### src/rtl/dmem_arbiter_pkg.sv
// Shared constants for the data-memory arbiter: default memory geometry,
// sequencer state encodings and port identifiers.
// Imported by dmem_arbiter and rr_arb2.
package dmem_arbiter_pkg;

    localparam int DMEM_MEM_WIDTH = 32;
    localparam int DMEM_MEM_DEPTH = 256;

    typedef logic [2:0] dmem_state_t;

    localparam logic [2:0] DMEM_ST_IDLE   = 3'd0;
    localparam logic [2:0] DMEM_ST_RD     = 3'd1;
    localparam logic [2:0] DMEM_ST_RDATA  = 3'd2;
    localparam logic [2:0] DMEM_ST_WR     = 3'd3;
    localparam logic [2:0] DMEM_ST_RMW_RD = 3'd4;
    localparam logic [2:0] DMEM_ST_RMW_WR = 3'd5;

    localparam logic DMEM_PORT_CORE = 1'b0;
    localparam logic DMEM_PORT_DBG  = 1'b1;

endpackage

### src/rtl/dmem_arbiter_rr_arb2.sv
// Two-way round-robin pick: a lone requester always wins; on a tie the
// port that did not win last time is chosen.
// Latency: combinational. Backpressure: none, pure function of inputs.
// Ports: req[1:0] requests, last = index of previous winner, gnt[1:0] one-hot pick.
module rr_arb2
    import dmem_arbiter_pkg::*;
(
    input  logic [1:0] req,
    input  logic       last,
    output logic [1:0] gnt
);

    always_comb begin
        gnt    = 2'b00;
        gnt[0] = req[0] & (~req[1] | (last == DMEM_PORT_DBG));
        gnt[1] = req[1] & (~req[0] | (last == DMEM_PORT_CORE));
    end

endmodule

### src/rtl/dmem_arbiter.sv
// Two-port round-robin sequencer in front of a single-port data memory;
// port 0 = core LSU, port 1 = debug/DMA. Partial stores become read-modify-write.
// Latency from grant cycle T: load rvalid T+2, full store we T+1, partial store we T+2.
// Backpressure: a requester holds req until its one-cycle gnt; grants only issue in IDLE.
// Ports: pN_* request/response per port, mem_* to the memory, busy = sequencer active.
module dmem_arbiter
    import dmem_arbiter_pkg::*;
#(
    parameter int MEM_WIDTH = DMEM_MEM_WIDTH,
    parameter int MEM_DEPTH = DMEM_MEM_DEPTH,
    localparam int ADDR_W   = $clog2(MEM_DEPTH),
    localparam int BE_W     = MEM_WIDTH / 8
) (
    input  logic                 clk,
    input  logic                 rst,

    input  logic                 p0_req,
    input  logic                 p0_we,
    input  logic [ADDR_W-1:0]    p0_addr,
    input  logic [MEM_WIDTH-1:0] p0_wdata,
    input  logic [BE_W-1:0]      p0_be,
    output logic                 p0_gnt,
    output logic                 p0_rvalid,
    output logic [MEM_WIDTH-1:0] p0_rdata,

    input  logic                 p1_req,
    input  logic                 p1_we,
    input  logic [ADDR_W-1:0]    p1_addr,
    input  logic [MEM_WIDTH-1:0] p1_wdata,
    input  logic [BE_W-1:0]      p1_be,
    output logic                 p1_gnt,
    output logic                 p1_rvalid,
    output logic [MEM_WIDTH-1:0] p1_rdata,

    output logic                 mem_we,
    output logic                 mem_re,
    output logic [ADDR_W-1:0]    mem_addr,
    output logic [MEM_WIDTH-1:0] mem_wdata,
    input  logic [MEM_WIDTH-1:0] mem_rdata,

    output logic                 busy
);

    dmem_state_t          state;
    dmem_state_t          state_nxt;
    logic                 last_gnt;

    logic                 lat_we;
    logic                 lat_port;
    logic [ADDR_W-1:0]    lat_addr;
    logic [MEM_WIDTH-1:0] lat_wdata;
    logic [BE_W-1:0]      lat_be;

    logic [MEM_WIDTH-1:0] p0_rdata_q;
    logic [MEM_WIDTH-1:0] p1_rdata_q;
    logic [MEM_WIDTH-1:0] merged;

    logic [1:0]           arb_gnt;
    logic                 idle;
    logic                 any_gnt;
    logic                 sel_port;
    logic                 sel_we;
    logic [ADDR_W-1:0]    sel_addr;
    logic [MEM_WIDTH-1:0] sel_wdata;
    logic [BE_W-1:0]      sel_be;

    rr_arb2 u_rr_arb2 (
        .req  ({p1_req, p0_req}),
        .last (last_gnt),
        .gnt  (arb_gnt)
    );

    assign idle    = (state == DMEM_ST_IDLE);
    assign any_gnt = idle & (|arb_gnt);

    // Fields of whichever port the arbiter picked this cycle.
    assign sel_port  = arb_gnt[1];
    assign sel_we    = sel_port ? p1_we    : p0_we;
    assign sel_addr  = sel_port ? p1_addr  : p0_addr;
    assign sel_wdata = sel_port ? p1_wdata : p0_wdata;
    assign sel_be    = sel_port ? p1_be    : p0_be;

    // Grants are combinational in IDLE; masked during reset so every output reads 0.
    assign p0_gnt = idle & arb_gnt[0] & ~rst;
    assign p1_gnt = idle & arb_gnt[1] & ~rst;

    always_comb begin
        state_nxt = state;
        case (state)
            DMEM_ST_IDLE: begin
                if (any_gnt) begin
                    if (!sel_we)
                        state_nxt = DMEM_ST_RD;
                    else if (&sel_be)
                        state_nxt = DMEM_ST_WR;
                    else if (|sel_be)
                        state_nxt = DMEM_ST_RMW_RD;
                    else
                        state_nxt = DMEM_ST_IDLE;  // empty store: acknowledged, no access
                end
            end
            DMEM_ST_RD:     state_nxt = DMEM_ST_RDATA;
            DMEM_ST_RDATA:  state_nxt = DMEM_ST_IDLE;
            DMEM_ST_WR:     state_nxt = DMEM_ST_IDLE;
            DMEM_ST_RMW_RD: state_nxt = DMEM_ST_RMW_WR;
            DMEM_ST_RMW_WR: state_nxt = DMEM_ST_IDLE;
            default:        state_nxt = DMEM_ST_IDLE;
        endcase
    end

    always_ff @(posedge clk or posedge rst) begin
        if (rst) begin
            state     <= DMEM_ST_IDLE;
            last_gnt  <= DMEM_PORT_DBG;  // so port 0 wins the first tie
            lat_we    <= 1'b0;
            lat_port  <= DMEM_PORT_CORE;
            lat_addr  <= '0;
            lat_wdata <= '0;
            lat_be    <= '0;
        end else begin
            state <= state_nxt;
            if (any_gnt) begin
                last_gnt  <= sel_port;
                lat_we    <= sel_we;
                lat_port  <= sel_port;
                lat_addr  <= sel_addr;
                lat_wdata <= sel_wdata;
                lat_be    <= sel_be;
            end
        end
    end

    // Read data arrives the cycle after mem_re; it is forwarded straight out in
    // RDATA and captured so the port keeps showing it afterwards.
    always_ff @(posedge clk or posedge rst) begin
        if (rst) begin
            p0_rdata_q <= '0;
            p1_rdata_q <= '0;
        end else if (state == DMEM_ST_RDATA) begin
            if (lat_port == DMEM_PORT_CORE)
                p0_rdata_q <= mem_rdata;
            else
                p1_rdata_q <= mem_rdata;
        end
    end

    assign p0_rvalid = (state == DMEM_ST_RDATA) & (lat_port == DMEM_PORT_CORE);
    assign p1_rvalid = (state == DMEM_ST_RDATA) & (lat_port == DMEM_PORT_DBG);
    assign p0_rdata  = p0_rvalid ? mem_rdata : p0_rdata_q;
    assign p1_rdata  = p1_rvalid ? mem_rdata : p1_rdata_q;

    // Byte merge for the write half of a read-modify-write.
    for (genvar i = 0; i < BE_W; i++) begin : g_merge
        assign merged[i*8 +: 8] = lat_be[i] ? lat_wdata[i*8 +: 8] : mem_rdata[i*8 +: 8];
    end

    // Strobes decode from state only, so an async reset kills them at once.
    assign mem_re    = (state == DMEM_ST_RD) | (state == DMEM_ST_RMW_RD);
    assign mem_we    = (state == DMEM_ST_WR) | (state == DMEM_ST_RMW_WR);
    assign mem_addr  = lat_addr;
    assign mem_wdata = (state == DMEM_ST_RMW_WR) ? merged : lat_wdata;
    assign busy      = ~idle;

endmodule

### config.mk
export PLATFORM = sky130hd
export DESIGN_NAME = dmem_arbiter
export DESIGN_NICKNAME = d
export VERILOG_FILES = /design/src/rtl/dmem_arbiter_pkg.sv /design/src/rtl/dmem_arbiter_rr_arb2.sv /design/src/rtl/dmem_arbiter.sv
export SDC_FILE = /design/constraint.sdc
export NUM_CORES = 1
export LEC_CHECK = 0
export BUFFER_PORTS_ARGS = -buffer_cell sky130_fd_sc_hd__buf_4
export CAP_MARGIN = 5
export CORE_ASPECT_RATIO = 0.6
export CORE_UTILIZATION = 51
export DETAILED_ROUTE_END_ITERATION = 10
export PLACE_DENSITY = 0.86
export SYNTH_ARGS = -nofsm -noshare
export SYNTH_HDL_FRONTEND = slang
export SYNTH_SLANG_ARGS = --single-unit
### constraint.sdc
create_clock -name clk -period 8.7 [get_ports clk]
set_input_delay 0.435 -clock clk [delete_from_list [all_inputs] [get_ports clk]]
set_output_delay 0.435 -clock clk [all_outputs]
set_load 0.01 [all_outputs]
==> impl_metrics.tcl <==
set metrics [dict create \
    status "finished, final reports clean" \
    ys_types 32 \
    peakVddDrop_mv 0.228 \
    r2r_slack_ns 6.03 \
    synth_top_area_share_pct 53.5 \
    fin_hold_ws_ns 0.217 \
    critPathArrivalTime_ns 3.02 \
    cts_max_path_buffers 2 \
    path_cells "nor4b_4 -> buf_4 -> mux2_2 -> buf_4" \
    finalCritPeriodShare_pct 39.7 \
    grt_max_degree 67 \
    timing.rr.end "state[1]" \
    antennaDiodeCount 0 \
    cpMostUsedCell "buf_4" \
    slowest_stage "nor4b_4" \
    crit_path_start "state[2]" \
    drc 0 \
    clkTransAtPathRegs_ns 0.05 \
    antenna_left 0 \
    holdCritPathClass "primary input to asynchronous set/reset pin" \
    clock_sinks 113 \
    numCtsBuffers 17 \
    cts_tree "yes" \
    start_util_pct 52.8 \
    antenna_found_initial 0 \
    required_ns 8.27 \
    power_per_cell_area_nw_per_um2 388 \
    vias_per_cell 5.27 \
    grt_usage_pct 27.6 \
    cp_max_fo 20 \
    clkLatencyLatePin_ns 0.40 \
    cp-start-kind "register" \
    core_um2 9910 \
    syn_nets 535 \
    globalRoute.totalOverflow 0 \
    tightest_slew_ns 1.12 \
    ys_warn_count 0 \
    crit_family "simple AND/OR/NAND/NOR gates" \
    clockPowerShare_pct 22.7 \
    cts_resized 0 \
    max_slew_margin_pct 25.2 \
    fin_skew_ns 0.00832 \
    r2r-start "last_gnt" \
    leakagePower_nw 3.57 \
    fin_setup_tns_ns 0 \
    rsz0062_at_grt "false" \
    grt_pass1_vias 4243 \
    ys_top_cells_by_area "dfrtp_1, mux2_2, mux2i_1" \
    portBuffers 236 \
    regArea_um2 2830 \
    synth.avg_cell_area_um2 12.8 \
    synth-seq-cells 113 \
    syn-cell-area_um2 5240 \
    clockRootBuffer "clkbuf_16" \
    yosysSeqAreaShare_pct 54.0 \
    hold_violations 0 \
    clock.fmax_mhz 290 \
    io_pins 237 \
    reg2reg_depth 5 \
    gp_congestion 0.822 \
    dieArea_um2 10700 \
    nets 771 \
    dr.pass1.iters 4 \
    crit_cells 4 \
    power_w 0.00296 \
    multi_input_area_um2 2220 \
    drtIter0Drc 206 \
    drive_above_1_share_pct 58.0 \
    num_rows 28 \
    seq_power_share_pct 31.1 \
    cap_violations 0 \
    wl_um 14400 \
    hpwl_um 10300 \
    end_kind "output pin" \
    synth_top_area_cell "dfrtp_1" \
    vias 4172 \
    syn2layout_area_growth_pct 45.9 \
    cts_hold_buf 0 \
    endpoint "p0_rdata[12]" \
    finalSetupViolations 0 \
    cts_setup_buffers 0 \
    intPower_w 0.00195 \
    slew_violations 0 \
    layout_min_cycle_time_ns 3.45 \
    synthCells 409 \
    die_x_um 133 \
    htree_levels 4 \
    combPwrFrac_pct 46.2 \
    power.switching_w 0.00101 \
    critPathKind "register to output pin" \
    grt_pass1_wl_um 22300 \
    crit_path_max_incr_delay_ns 1.04 \
    swShare_pct 34.2 \
    cp_num_buf_inv 2 \
    die_h_um 80.5 \
    wl_per_cell_um 18.1 \
    nFillCells 670 \
]
## cell usage in the layout, fill, tap and decap left out, types with 2 or more instances in the layout
master and instances:
buf_4 241, dfrtp_1 112, mux2_2 97, nor2_1 47, a21oi_1 46, mux2i_1 45, clkbuf_16 17, nor2_2 4
clkinvlp_4 4, clkinv_2 4, nor3_1 3, clkbuf_8 3, nand3b_1 2, o21ai_0 2, nand2_1 2, a31oi_1 2
inv_1 2, nor4_1 2, nand4_1 2, bufinv_16 2
## worst register-to-register path: cells and delay by family (launching register included)
family                 cells  cell delay, ns
AND/OR/NAND/NOR            1            0.15
AO/OA/AOI/OAI              2            1.04
flip-flops                 1            0.39
multiplexers               1            0.41
buffers and inverters      1            0.56
## worst min path at each step
stage | to | depth (start not counted) | slack (ns) | from
6_report | lat_wdata[1] | 2 | 0.22 | rst
5_1_grt | last_gnt | 2 | 0.23 | p0_req
4_1_cts | last_gnt | 2 | 0.22 | p0_req
3_5_place_dp | p0_rdata_q[30] | 1 | 0.47 | p0_rdata_q[30]
3_3_place_gp | p0_rdata_q[30] | 1 | 0.47 | p0_rdata_q[30]
2_1_floorplan | lat_wdata[0] | 2 | 0.49 | lat_wdata[0]
## through the flow
| stage | cell area [um^2] | util (%) | cells | setup slack (ns) |
|---|---|---|---|---|
| after floorplan | 5240 | - | 409 | 4.99 |
| after global placement | 7040 | 71.1 | 760 | 5.66 |
| after detailed placement | 7040 | 71.1 | 760 | 5.57 |
| after CTS | 7620 | 76.9 | 791 | 5.14 |
| after global routing | 7640 | 77.0 | 792 | 5.10 |
| final | 7640 | 77.0 | 792 | 5.25 |
## cells in the mapped netlist, drive strengths merged
master / count
nor3: 4
inv: 4
dfrtp: 112
o21ai: 2
nor3b: 1
mux2i: 45
nor4: 2
xnor2: 1
nand3b: 2
o21a: 1
and3: 1
nand4: 2
a41oi: 1
xor2: 1
nand2: 2
buf: 25
mux2: 98
nor4bb: 1
and2: 1
nor4b: 1
dfstp: 1
a31oi: 2
a21boi: 1
nor2: 52
a21oi: 46
## power by group through the flow
stage / logic [W] / clock network [W] / registers (W)
5_1_grt: 0.00147 / 0.000707 / 0.000947
6_report: 0.00137 / 0.000673 / 0.000920
3_5_place_dp: 0.00137 / 0 / 0.000925
4_1_cts: 0.00138 / 0.000687 / 0.000920
3_3_place_gp: 0.00133 / 0 / 0.000904
2_1_floorplan: 0.000803 / 0 / 0.000874
## routing by layer
metal / up-vias / global-route usage, % / part of all wire (%)
met3: 10 / 7.70 / 7.0
li1: 1930 / - / -
met4: 0 / 8.97 / 0.58
met1: 2069 / 35.3 / 43
met2: 163 / 45.7 / 50
met5: - / 0 / 0
## final cells by class
type	count	share of cell area, %
clock inverter	10	1.44
sequential	113	37.0
inverter	4	0.229
multi-input combinational	267	29.1
timing repair buffer	242	23.8
tap	135	2.21
clock buffer	21	6.16
## sequential cells by signal, summed over array words and instances, names as in the netlist
name,count
state,3
lat_port,1
p0_rdata_q,32
p1_rdata_q,32
mem_addr,8
lat_wdata,32
last_gnt,1
lat_be,4
## kinds of logic after synthesis
logic type | Yosys count | synth area share (%)
AOI/OAI and AO/OA | 53 | 5.28
and+or+nand+nor | 69 | 6.60
xor gates and xnor gates | 2 | 0.335
DFF | 113 | 54.0
buffers and inverters | 29 | 4.06
muxes | 143 | 29.7
Note: power is estimated with default switching activity, not from simulation.
